[config.mk]
export PLATFORM = sky130hd
export DESIGN_NAME = conv_transposed_2d_zero_insert_pad
export DESIGN_NICKNAME = d
export VERILOG_FILES = /design/src/rtl/conv_t2d_pkg.sv /design/src/rtl/stride_pad_axis_counter.sv /design/src/rtl/conv_transposed_2d_zero_insert_pad.sv
export SDC_FILE = /design/constraint.sdc
export NUM_CORES = 1
export LEC_CHECK = 0
export CAP_MARGIN = 5
export CORE_MARGIN = 1.5
export CORE_UTILIZATION = 25
export CTS_BUF_LIST = sky130_fd_sc_hd__clkbuf_8 sky130_fd_sc_hd__clkbuf_16
export CTS_CLUSTER_SIZE = 10
export DETAILED_ROUTE_END_ITERATION = 12
export GPL_ROUTABILITY_DRIVEN = 0
export PLACE_DENSITY = 0.59
export SLEW_MARGIN = 15
export SYNTH_ARGS = -nofsm -noshare
export SYNTH_HDL_FRONTEND = slang
export SYNTH_SLANG_ARGS = --single-unit
[constraint.sdc]
create_clock -name clk -period 1.8 [get_ports clk]
set_input_delay 0.27 -clock clk [delete_from_list [all_inputs] [get_ports clk]]
set_output_delay 0.27 -clock clk [all_outputs]
set_load 0.05 [all_outputs]
[src/rtl/conv_t2d_pkg.sv]
// conv_t2d_pkg: geometry helpers and state type for the transposed-conv zero-insert/pad feeder
package conv_t2d_pkg;
  typedef enum logic {IDLE, RUN} state_t;
  function automatic int pad_top(int kh, int pad);
    return kh - 1 - pad;
  endfunction
  function automatic int pad_left(int kw, int pad);
    return kw - 1 - pad;
  endfunction
  function automatic int pad_bottom(int kh, int pad, int out_pad);
    return kh - 1 - pad + out_pad;
  endfunction
  function automatic int pad_right(int kw, int pad, int out_pad);
    return kw - 1 - pad + out_pad;
  endfunction
  function automatic int out_h(int n, int s, int kh, int pad, int out_pad);
    return (n - 1) * s + 1 + pad_top(kh, pad) + pad_bottom(kh, pad, out_pad);
  endfunction
  function automatic int out_w(int n, int s, int kw, int pad, int out_pad);
    return (n - 1) * s + 1 + pad_left(kw, pad) + pad_right(kw, pad, out_pad);
  endfunction
  function automatic int ctr_w(int n);
    return n > 1 ? $clog2(n) : 1;
  endfunction
endpackage

[src/rtl/stride_pad_axis_counter.sv]
// stride_pad_axis_counter: position along one axis of the dilated/padded map, with stride phase
module stride_pad_axis_counter import conv_t2d_pkg::*; #(
  parameter int SIZE = 4,
  parameter int S = 2,
  parameter int PRE = 0,
  parameter int POST = 0,
  localparam int LEN = (SIZE - 1) * S + 1 + PRE + POST,
  localparam int PW = ctr_w(LEN)
) (
  input  logic          clk,
  input  logic          rst_n,
  input  logic          step,
  output logic [PW-1:0] pos,
  output logic          is_real,
  output logic          last
);
  localparam int SW = ctr_w(S);
  localparam int LAST_REAL = PRE + (SIZE - 1) * S;
  logic [SW-1:0] phase;
  assign last = pos == PW'(LEN - 1);
  assign is_real = int'(pos) >= PRE && int'(pos) <= LAST_REAL && phase == '0;
  // phase stays 0 through the leading pad so it reads 0 exactly at the first real position
  always_ff @(posedge clk or negedge rst_n)
    if (!rst_n) begin
      pos <= '0;
      phase <= '0;
    end else if (step) begin
      pos <= last ? '0 : pos + 1'b1;
      phase <= (last || int'(pos) < PRE || phase == SW'(S - 1)) ? '0 : phase + 1'b1;
    end
endmodule

[src/rtl/conv_transposed_2d_zero_insert_pad.sv]
// conv_transposed_2d_zero_insert_pad: streams a square map out stride-dilated and kernel-padded,
// inserting zeros on the fly with ready/valid flow control.
module conv_transposed_2d_zero_insert_pad import conv_t2d_pkg::*; #(
  parameter int DATA_W = 32,
  parameter int IN_SIZE = 4,
  parameter int STRIDE = 2,
  parameter int KH = 3,
  parameter int KW = 2,
  parameter int PAD = 0,
  parameter int OUT_PAD = 0
) (
  input  logic              clk,
  input  logic              rst_n,
  input  logic              valid_in,
  output logic              ready_out,
  input  logic [DATA_W-1:0] input_data,
  output logic              valid_out,
  input  logic              ready_in,
  output logic [DATA_W-1:0] output_data,
  output logic              sof_out,
  output logic              eol_out,
  output logic              eof_out
);
  localparam int PT = pad_top(KH, PAD);
  localparam int PL = pad_left(KW, PAD);
  localparam int PB = pad_bottom(KH, PAD, OUT_PAD);
  localparam int PR = pad_right(KW, PAD, OUT_PAD);
  localparam int RW = ctr_w(out_h(IN_SIZE, STRIDE, KH, PAD, OUT_PAD));
  localparam int CW = ctr_w(out_w(IN_SIZE, STRIDE, KW, PAD, OUT_PAD));
  state_t state;
  logic [RW-1:0] row;
  logic [CW-1:0] col;
  logic row_real, col_real, row_last, col_last, is_real, room, adv;
  assign is_real = row_real && col_real;
  assign room = !valid_out || ready_in;
  assign adv = state == RUN && room && (!is_real || valid_in);
  assign ready_out = state == RUN && is_real && room;
  stride_pad_axis_counter #(.SIZE(IN_SIZE), .S(STRIDE), .PRE(PL), .POST(PR)) u_col (
    .clk(clk), .rst_n(rst_n), .step(adv), .pos(col), .is_real(col_real), .last(col_last)
  );
  stride_pad_axis_counter #(.SIZE(IN_SIZE), .S(STRIDE), .PRE(PT), .POST(PB)) u_row (
    .clk(clk), .rst_n(rst_n), .step(adv && col_last), .pos(row), .is_real(row_real), .last(row_last)
  );
  always_ff @(posedge clk or negedge rst_n)
    if (!rst_n) begin
      state <= IDLE;
      valid_out <= 1'b0;
      output_data <= '0;
      sof_out <= 1'b0;
      eol_out <= 1'b0;
      eof_out <= 1'b0;
    end else begin
      if (adv) begin
        valid_out <= 1'b1;
        output_data <= is_real ? input_data : '0;
        sof_out <= row == '0 && col == '0;
        eol_out <= col_last;
        eof_out <= row_last && col_last;
      end else if (ready_in)
        valid_out <= 1'b0;
      state <= state == IDLE ? (valid_in ? RUN : IDLE) : (adv && row_last && col_last ? IDLE : RUN);
    end
endmodule

**Word-level counts from Yosys, hierarchy flattened**

Index checks and enable logic that the tools add are counted.

- Add/sub/neg operators: 4
- Equality and inequality tests: 2
- Magnitude comparators: 6
- Bitwise operators: 2
- Reduce and logical (&&, ||, !) cells: 25
- Muxes and demuxes: 10

Operators with widths:

| cell | number |
|---|---|
| $mux 32 | 1 |
| $logic_and 1x1->1 | 14 |
| $add 4x1->4 const B | 2 |
| $eq 4x4->1 const B | 2 |
| $logic_not 4->1 | 2 |
| $mux 4 | 2 |
| $mux 1 | 7 |
| $logic_or 1x1->1 | 6 |
| $ge 4x1->1 const B | 1 |
| $ge 4x2->1 const B | 1 |
| $le 4x3->1 const B | 1 |
| $le 4x4->1 const B | 1 |
| $lt 4x1->1 const B | 1 |
| $lt 4x2->1 const B | 1 |
| $add 1x1->1 const B | 2 |
| $logic_not 1->1 | 2 |
| $not 1->1 | 2 |
| $reduce_bool 2->1 | 1 |

- Flip-flop bits (word level): 47
- Bits of input ports: 36

**Depth between registers and ports, before layout**

Gate-level depths: netlist (run 1).

- Word-level depth: 11
- Mapped depth: 7

**Hierarchy**

Synthesis (run 1) repeated with hierarchy kept, for this count alone.

- Cell total of the unflattened synthesis: 160
- Area total of the unflattened synthesis: 2021.9 um^2

Modules (own cells, without submodules):

| module | area an instance (um^2) | cells each | times used | sequential area each (um^2) |
|---|---|---|---|---|
| conv_transposed_2d_zero_insert_pad | 1441.4 | 96 | 1 | 925.9 |
| stride_pad_axis_counter (u_col) | 291.5 | 32 | 1 | 125.1 |
| stride_pad_axis_counter (u_row) | 289.0 | 32 | 1 | 125.1 |

**Worst setup path before layout (run 1)**

OpenSTA, ideal clock, no wires.

- Path kind: reg2out
- From: register u_col.pos[0]
- To: output ready_out
- Required time: 1.530 ns
- Path slack: -0.188 ns
- Stages on the path, launching flop included: 6
- Arrival: 1.718 ns
- Buffers on the path: 0
- Cell sequence: dfrtp_1 -> inv_1 -> ha_1 -> or3b_4 -> o211ai_4 -> nor2_1

- Word-level cells in the longest chain between the ends: 6
- Elaborated cells between the ends (all ways): 7
- Those cells by class: order compare (2); reduce/logical (5)

Ends and longest elaborated chain:

| element | line | RTL |
|---|---|---|
| from (decl) | stride_pad_axis_counter.sv:13 | `output logic [PW-1:0] pos,` |
| from (signal assigned) | stride_pad_axis_counter.sv:28 | `pos <= last ? '0 : pos + 1'b1;` |
| $ge 4x1->1 / $le 4x3->1 (equally long branches) | stride_pad_axis_counter.sv:21 | `assign is_real = int'(pos) >= PRE && int'(pos) <= LAST_REAL && phase == '0;` |
| $logic_and 1x1->1 (*) (2 in a row) | stride_pad_axis_counter.sv:21 |  |
| $logic_and 1x1->1 (*) | conv_transposed_2d_zero_insert_pad.sv:34 | `assign is_real = row_real && col_real;` |
| $logic_and 1x1->1 (*) (2 in a row) | conv_transposed_2d_zero_insert_pad.sv:37 | `assign ready_out = state == RUN && is_real && room;` |
| to (decl) | conv_transposed_2d_zero_insert_pad.sv:15 | `output logic ready_out,` |

Every way passes the cells marked *; elsewhere a longest branch is shown, timed or not.

**Worst setup path after layout (run 1)**

- From: register u_col.pos[0]
- To: register output_data[3]

- Word-level cells in the longest chain between the ends: 7
- Elaborated cells between the ends (all ways): 9
- Those cells by class: order compare (2); mux (1); reduce/logical (6)

Ends and longest elaborated chain:

| element | line | RTL |
|---|---|---|
| $ge 4x1->1 / $le 4x3->1 (equally long branches) | stride_pad_axis_counter.sv:21 |  |
| $logic_and 1x1->1 (*) (2 in a row) | stride_pad_axis_counter.sv:21 |  |
| $logic_and 1x1->1 (*) | conv_transposed_2d_zero_insert_pad.sv:34 |  |
| $logic_not 1->1 | conv_transposed_2d_zero_insert_pad.sv:36 | `assign adv = state == RUN && room && (!is_real \|\| valid_in);` |
| $logic_or 1x1->1 | conv_transposed_2d_zero_insert_pad.sv:36 |  |
| $logic_and 1x1->1 | conv_transposed_2d_zero_insert_pad.sv:36 |  |
| to (signal assigned) | conv_transposed_2d_zero_insert_pad.sv:55 | `output_data <= is_real ? input_data : '0;` |
| to (decl) | conv_transposed_2d_zero_insert_pad.sv:19 | `output logic [DATA_W-1:0] output_data,` |

Marked as above.
A chain may end at the register's enable or synchronous reset.

==> summary.txt, run 1 <==
Setup path
  – Reg2reg start: u_col.pos[0]$_DFFE_PN0P_
  – Reg-to-reg slack, setup: -0.13 ns
  – Reg2Reg Depth: 8
  – Critical Path Slowest Stage Cell: dfrtp_1
  – Slowest Stage Delay on Critical Path: 0.40 ns
  – CP Data Arrival Time: 2.12 ns
  – Crit path cell chain: inv_1 > ha_2 > or3b_4 > o211ai_4 > buf_6 > o21bai_4 > buf_12 > a22o_1
  – Crit path kind: reg2reg
  – Worst setup EP type: flip-flop
  – Crit-path leading delay family: compound AO/OA/AOI/OAI gates
  – FF-to-FF End: output_data[3]$_DFFE_PN0P_
  – Crit Path Max Fanout: 34
  – Required time worst endpoint: 1.99 ns
  – Worst path bufs/invs: 3
  – Levels on crit path: 8
  – CP startpoint kind: flip-flop

Routing
  – # DRC: 0
  – Antenna viol nets, final: 0
  – Starting DRT DRC Count: 126
  – Iteration count of the initial detailed-routing pass: 4
  – Via count: between 1,500 and 2,000
  – WL/cell: 14.04 um
  – WL final: 4872 um
  – Vias/cell: ~4.4

Global routing
  – Initial antenna violation count: 0
  – Largest net degree at the start of global routing: 35
  – First-pass GRT wire length: 7935 um
  – Met2 Use GR: 0.1825
  – Gr ovfl total: 0
  – Top Usage Layer GRT: met2
  – GR Util met1: 0.1616
  – Met3 Track Usage GR: 0.03496
  – Overall Global Routing Usage: 0.1182
  – Number of global-route vias before repair: about 1,600

Placement
  – Port bufs: 72
  – Placed cell area: slightly below 3000 um^2
  – Detailed Place HPWL: roughly 3500 um

Synth
  – Post-synth EDFFs: 0
  – Post-synthesis sequential area ratio: 0.5795
  – Synth cell types: 35
  – Ys async rst share: 1.000
  – Synth Instances: 154
  – Synthesized cell area: 2029 um^2
  – Synthesized area per cell: 13.18 um^2
  – Prevailing post-synth register cell: dfrtp_1
  – Post-synthesis register bit count: 47
  – Synth warn: 0
  – Post-Syn Nets: slightly below 200

Timing
  – Slew margin rel.: 0.6477
  – Post-route setup slack: -0.1268 ns
  – Final Max Tran Viols: 0
  – Clock Skew: roughly 0.0056 ns
  – Final setup viols: 39
  – Fin Hold WS: 0.4636 ns
  – Setup TNS: -4.151 ns
  – Hold Vio Cnt, Final: 0
  – Transition time of the tightest slew-check pin: 0.5276 ns
  – Tcrit/Tclk final: 1.070
  – Tmin final: between 1.5 and 2 ns
  – RSZ-0062 raised after global routing: yes
  – F_max: 0.5190 GHz

Pwr
  – Pwr per Cell Area: around 1300 nW/um^2
  – Combinational share of power: 0.441
  – Psw: 1.471 mW
  – Int Pwr: 2.514 mW
  – VDD IR max: 0.0003713 V
  – Static Leak: 1.550 nW
  – Final Power: 3.985 mW
  – Share of power burned in the clock network: 0.207
  – Sw Ratio: 0.3691
  – Flop pwr share: 0.352

Clock tree
  – CTS root buf: clkbuf_8
  – CTS Buf Count: 5
  – Skew-Pair Late Insertion Delay: 0.30 ns
  – Clk sinks: 47
  – CTS clk-pin slew, worst paths: 0.09 ns
  – CTS tree: done
  – # H-tree levels: 2
  – Bufs on Longest Clock Path: 2

Final layout
  – Final nets: 283
  – Finished Cell Area: 3141 um^2
  – Multi-input logic area: 773.2 um^2
  – Most common cell after layout, fill and taps aside: clkdlybuf4s50_1
  – Reg area: 1176 um^2
  – Inserted Diodes: 0
  – Layout cells sized above 1: 0.1918
  – Area Growth Syn to Fin: 54.75%
  – Post-layout util: 0.4022
  – Fill cells: 740
  – Most frequent cells in the layout: 57 x clkdlybuf4s50_1, 47 x dfrtp_1, 33 x a22o_1

Die
  – Die W: 93.10 um
  – Die Y: about 93 um
  – # IOs: 73
  – Initial Util: 0.2599
  – Core area: 7807 um^2
  – Row cnt: 32
  – Die area: 8668 um^2

Outcome
  – Failing checks: setup timing
  – Status: complete, but fails checks

Min path
  – Worst hold path type: in2async

Run
  – Max cap viols: 0
==> Yosys cell counts (3+ instances only) <==
cell / number / area, um^2
dfrtp_1: 47 / 1176
a22o_1: 33 / 289.0
nor2_1: 9 / 33.78
nand2_1: 5 / 18.77
o21ai_1: 5 / 25.02
buf_6: 4 / 45.04
inv_1: 4 / 15.01
mux2_4: 4 / 60.06
a21o_1: 3 / 22.52
a21oi_1: 3 / 15.01
buf_2: 3 / 15.01
ha_1: 3 / 37.54
nand2b_1: 3 / 18.77
nor2b_1: 3 / 18.77
==> power by group through the flow <==
stage               clock [mW]  sequential [mW]  combinational [mW]
floorplan                    0             1.75               0.781
global placement             0             1.42                1.70
finish                   0.824             1.40                1.76
global route             0.901             1.43                1.89
detailed placement           0             1.42                1.72
CTS                      0.857             1.40                1.76
==> layout make-up <==
cell class | count | share of cell area
inverter | 4 | 0.004781
tap | 102 | 0.04064
timing repair buffer | 92 | 0.2952
clock inverter | 2 | 0.01235
multi-input combinational | 94 | 0.2462
clock buffer | 6 | 0.02629
sequential | 47 | 0.3745
==> flip-flops by register name, indices dropped and copies added, names as in the netlist <==
name and cells:
sof_out 1, u_col.pos 4, u_row.phase 1, output_data 32
eof_out 1, eol_out 1, u_row.pos 4, valid_out 1
u_col.phase 1, state 1
==> layer usage <==
layer  wire [um]  share of wire  up-vias
met1        2281           0.47      729
li1            -              -      745
met3         230          0.047        3
met4          29         0.0060        0
met5           0              0        -
met2        2331           0.48       45
==> worst max path at each step <==
stage | startpoint | endpoint
2_1_floorplan | u_col.pos[0]$_DFFE_PN0P_ | sof_out$_DFFE_PN0P_
3_3_place_gp | u_col.pos[0]$_DFFE_PN0P_ | sof_out$_DFFE_PN0P_
3_5_place_dp | u_col.pos[0]$_DFFE_PN0P_ | u_col.phase$_DFFE_PN0P_
4_1_cts | u_col.pos[0]$_DFFE_PN0P_ | ready_out
5_1_grt | u_col.pos[0]$_DFFE_PN0P_ | ready_out
6_report | u_col.pos[0]$_DFFE_PN0P_ | output_data[3]$_DFFE_PN0P_
==> cell families after synthesis <==
group	after synthesis	synth area share
mux	5	0.03514
compound gates	53	0.2250
fa+ha+maj	3	0.01850
simple gates	32	0.09310
flops	47	0.5795
xor+xnor	1	0.004316
buf+inv	13	0.04438
==> repair_timing <==
| item | in CTS | in global routing |
|---|---|---|
| resized for setup | 1 | 10 |
| endpoints found under the hold margin | 18 | 0 |
| hold buffers | 1 | 0 |
| setup endpoints to repair | 37 | 48 |
| pin swaps | 0 | 1 |
| setup buffers | 3 | 0 |
| gates cloned | 0 | 0 |
==> metrics by stage <==
| step | std cells | setup WS [ns] |
|---|---|---|
| after global routing | 347 | -0.1865 |
| after CTS | 347 | -0.1407 |
| after detailed placement | 335 | -0.03229 |
| after floorplan | 154 | -0.02900 |
| final | 347 | -0.1268 |
| after global placement | 335 | 0.01932 |
Power figures use the tool's default switching activity.
==> run 2: changes to the inputs <==
--- a/config.mk
+++ b/config.mk
@@ -9,7 +9,7 @@
 export CORE_MARGIN = 1.5
 export CORE_UTILIZATION = 25
 export CTS_BUF_LIST = sky130_fd_sc_hd__clkbuf_8 sky130_fd_sc_hd__clkbuf_16
-export CTS_CLUSTER_SIZE = 10
+export CTS_CLUSTER_SIZE = 40
 export DETAILED_ROUTE_END_ITERATION = 12
 export GPL_ROUTABILITY_DRIVEN = 0
 export PLACE_DENSITY = 0.59
==> results of run 2 <==
The final DEF is identical to that of run 1; final timing and power are the same.
==> run 3: changes to the inputs <==
--- a/config.mk
+++ b/config.mk
@@ -6,13 +6,13 @@
 export NUM_CORES = 1
 export LEC_CHECK = 0
 export CAP_MARGIN = 5
-export CORE_MARGIN = 1.5
+export CORE_MARGIN = 5
 export CORE_UTILIZATION = 25
 export CTS_BUF_LIST = sky130_fd_sc_hd__clkbuf_8 sky130_fd_sc_hd__clkbuf_16
 export CTS_CLUSTER_SIZE = 40
 export DETAILED_ROUTE_END_ITERATION = 12
 export GPL_ROUTABILITY_DRIVEN = 0
-export PLACE_DENSITY = 0.59
+export PLACE_DENSITY = 0.57
 export SLEW_MARGIN = 15
 export SYNTH_ARGS = -nofsm -noshare
 export SYNTH_HDL_FRONTEND = slang
==> constraint.sdc (replaced) <==
create_clock -name clk -period 1.97 [get_ports clk]
set_input_delay 0.2955 -clock clk [delete_from_list [all_inputs] [get_ports clk]]
set_output_delay 0.2955 -clock clk [all_outputs]
set_load 0.05 [all_outputs]
==> run 3 against run 2 <==
- worst hold slack better by 0.027 ns
- clock power down 18%
- sequential share of layout area increased by 0.95 points
- total power fell by 12%
- die area rose by 16%
- the run now ends clean
- highest routed layer unchanged
- critical path type is now reg2out
- final area down 2.5%
- clock skew is 0.0024 ns higher
- global-route usage fell by 1.3 points
- flip-flop and latch count unchanged
- core utilization decreased by 0.99 points
==> summary.txt, run 3 (synthesized netlist as in run 1, its figures left out) <==
Routing
  – Vias/cell: 4.418 (was 4.386)
  – Antenna viol nets, final: 0 (unchanged)
  – WL/cell: 14.55 um (was 14.04 um)
  – WL final: 4975 um (was 4872 um)
  – Via count: 1,511 (was 1,522)
  – Starting DRT DRC Count: 90 (was 126)
  – # DRC: 0 (unchanged)
  – Iteration count of the initial detailed-routing pass: 4 (unchanged)

Timing
  – Transition time of the tightest slew-check pin: 0.5488 ns (was 0.5276 ns)
  – RSZ-0062 raised after global routing: yes (unchanged)
  – Slew margin rel.: 0.6341 (was 0.6477)
  – Hold Vio Cnt, Final: 0 (unchanged)
  – Clock Skew: 0.007973 ns (was 0.005577 ns)
  – Tmin final: about 1.9 ns
  – Final Max Tran Viols: 0 (unchanged)
  – F_max: 0.5171 GHz
  – Tcrit/Tclk final: 0.9817
  – Final setup viols: 0 (was 39)
  – Post-route setup slack: 0.03607 ns (was -0.1268 ns)

Clock tree
  – CTS tree: done (unchanged)
  – CTS Buf Count: 5 (unchanged)
  – Bufs on Longest Clock Path: 2 (unchanged)
  – # H-tree levels: 2 (unchanged)
  – CTS clk-pin slew, worst paths: 0.08 ns (was 0.09 ns)
  – CTS root buf: clkbuf_8 (unchanged)
  – Skew-Pair Late Insertion Delay: 0.29 ns (was 0.30 ns)
  – Clk sinks: 47 (unchanged)

Min path
  – Worst hold path type: reg2reg (was in2async)
  – Hold Path End: eof_out$_DFFE_PN0P_
  – Worst hold path depth: 1
  – HP Start: eof_out$_DFFE_PN0P_

Setup path
  – Reg-to-reg slack, setup: 0.04 ns (was -0.13 ns)
  – Critical Path Slowest Stage Cell: dfrtp_1 (unchanged)
  – CP startpoint kind: flip-flop (unchanged)
  – Required time worst endpoint: 1.67 ns (was 1.99 ns)
  – Crit path cell chain: inv_1 > ha_2 > or3b_4 > o211ai_4 > nor2_2 > buf_12 (was inv_1 > ha_2 > or3b_4 > o211ai_4 > buf_6 > o21bai_4 > buf_12 > a22o_1)
  – Crit Path Max Fanout: 3 (was 34)
  – Crit path kind: reg2out (was reg2reg)
  – CP Data Arrival Time: 1.64 ns (was 2.12 ns)
  – Worst setup EP type: primary output (was flip-flop)
  – Reg2reg start: u_col.pos[0]$_DFFE_PN0P_ (unchanged)
  – Reg2Reg Depth: 7 (was 8)
  – Slowest Stage Delay on Critical Path: 0.41 ns (was 0.40 ns)
  – FF-to-FF End: u_col.pos[1]$_DFFE_PN0P_ (was output_data[3]$_DFFE_PN0P_)

Die
  – # IOs: 73 (unchanged)
  – Row cnt: 32 (unchanged)
  – Die Y: 100.1 um (was 93.10 um)
  – Die area: 10,020 um^2 (was 8668 um^2)
  – Die W: 100.1 um (was 93.10 um)
  – Initial Util: 0.2599 (unchanged)
  – Core area: 7807 um^2 (unchanged)

Outcome
  – Status: complete, no violations (was complete, but fails checks)

Pwr
  – Final Power: 3.523 mW (was 3.985 mW)
  – Static Leak: 1.361 nW (was 1.550 nW)
  – VDD IR max: 0.0003730 V (was 0.0003713 V)
  – Pwr per Cell Area: 1150 nW/um^2 (was 1269 nW/um^2)

Run
  – Max cap viols: 0 (unchanged)

Global routing
  – First-pass GRT wire length: 8383 um (was 7935 um)
  – Largest net degree at the start of global routing: 33 (was 35)
  – Number of global-route vias before repair: 1,676 (was 1,583)
  – Gr ovfl total: 0 (unchanged)
  – Overall Global Routing Usage: 0.1049 (was 0.1182)
  – Initial antenna violation count: 0 (unchanged)

Final layout
  – Area Growth Syn to Fin: 50.92% (was 54.75%)
  – Layout cells sized above 1: 0.1500 (was 0.1918)
  – Most frequent cells in the layout: 70 x clkdlybuf4s50_1, 47 x dfrtp_1, 33 x a22o_1 (was 57 x clkdlybuf4s50_1, 47 x dfrtp_1, 33 x a22o_1)
  – Finished Cell Area: 3063 um^2 (was 3141 um^2)
  – Post-layout util: 0.3923 (was 0.4022)
  – Biggest regs: output_data: 32 flops, u_col.pos: 4 flops, u_row.pos: 4 flops (unchanged)
  – Reg area: 1176 um^2 (unchanged)
  – Multi-input logic area: 768.2 um^2 (was 773.2 um^2)
  – Max FFs per register: 32 (unchanged)
  – Fill cells: 772 (was 740)
  – Register name with the most flops: output_data (unchanged)
  – Inserted Diodes: 0 (unchanged)
  – Final nets: 279 (was 283)
  – Most common cell after layout, fill and taps aside: clkdlybuf4s50_1 (unchanged)

Placement
  – Placed cell area: 2925 um^2 (was 2958 um^2)
  – Pre-CTS setup slack: 0.1307 ns (was -0.03229 ns)
  – Port bufs: 72 (unchanged)
  – Detailed Place HPWL: 3625 um (was 3508 um)
==> run 3: cell types whose count changed in the layout (fill, tap and decap cells not counted), sizes merged <==
cell	before	now
clkdlybuf4s50	57	70
dlymetal6s2s	8	0
buf	26	17
clkbuf	6	5
==> run 3: timing repair <==
action / 4_1_cts / 5_1_grt
gates resized for setup: 0 / 2
pin swaps: 0 / 1
setup buffers: 1 / 2
endpoints found under the setup margin: 1 / 35
hold endpoints to repair: 17 / 0
hold buffers: 1 / 0
==> run 3: worst max path at each step <==
stage,startpoint,endpoint,slack (ns),depth (start not counted)
after floorplan,u_col.pos[0]$_DFFE_PN0P_,sof_out$_DFFE_PN0P_,0.14,6
after global placement,u_col.pos[0]$_DFFE_PN0P_,u_col.phase$_DFFE_PN0P_,0.20,6
after detailed placement,u_col.pos[1]$_DFFE_PN0P_,u_col.pos[1]$_DFFE_PN0P_,0.13,6
after CTS,u_col.pos[1]$_DFFE_PN0P_,ready_out,0.006,6
after global routing,u_col.pos[0]$_DFFE_PN0P_,ready_out,-0.04,6
final,u_col.pos[0]$_DFFE_PN0P_,ready_out,0.04,6
==> run 3: layer usage <==
layer	track usage	up-vias	wire length (um)
li1	-	740	-
met1	0.1365	719	2266
met2	0.1626	45	2309
met3	0.03683	7	321
met4	0.03523	0	78
met5	0	-	0
==> run 3: through the flow <==
step                cells  hold slack, ns  setup TNS [ns]
floorplan             154     -0.00009107               0
global placement      331          0.3209               0
detailed placement    331          0.3243               0
CTS                   340          0.4983               0
global route          342          0.5167         -0.4455
finish                342          0.4906               0
==> run 3: power by group <==
group          internal [mW]  leakage (nW)  switching [mW]  total [mW]
combinational          0.707         0.674           0.828        1.53
sequential              1.15         0.631           0.166        1.31
clock                  0.367        0.0554           0.310       0.677
==> run 3: layout make-up <==
cell class,count,area share
Clock buffer,5,0.02247
Inverter,4,0.004902
Clock inverter,2,0.01103
Multi-Input combinational cell,94,0.2508
Sequential cell,47,0.3840
Timing Repair Buffer,88,0.2851
Tap cell,102,0.04167
==> run 3: critical path, delay by kind of cell, from the launching register on <==
kind                       cells  cell delay (ns)
and+or+nand+nor                2             0.46
DFF                            1             0.41
buffers and inverters          2             0.22
adders and majority gates      1             0.17
AOI/OAI and AO/OA              1             0.10
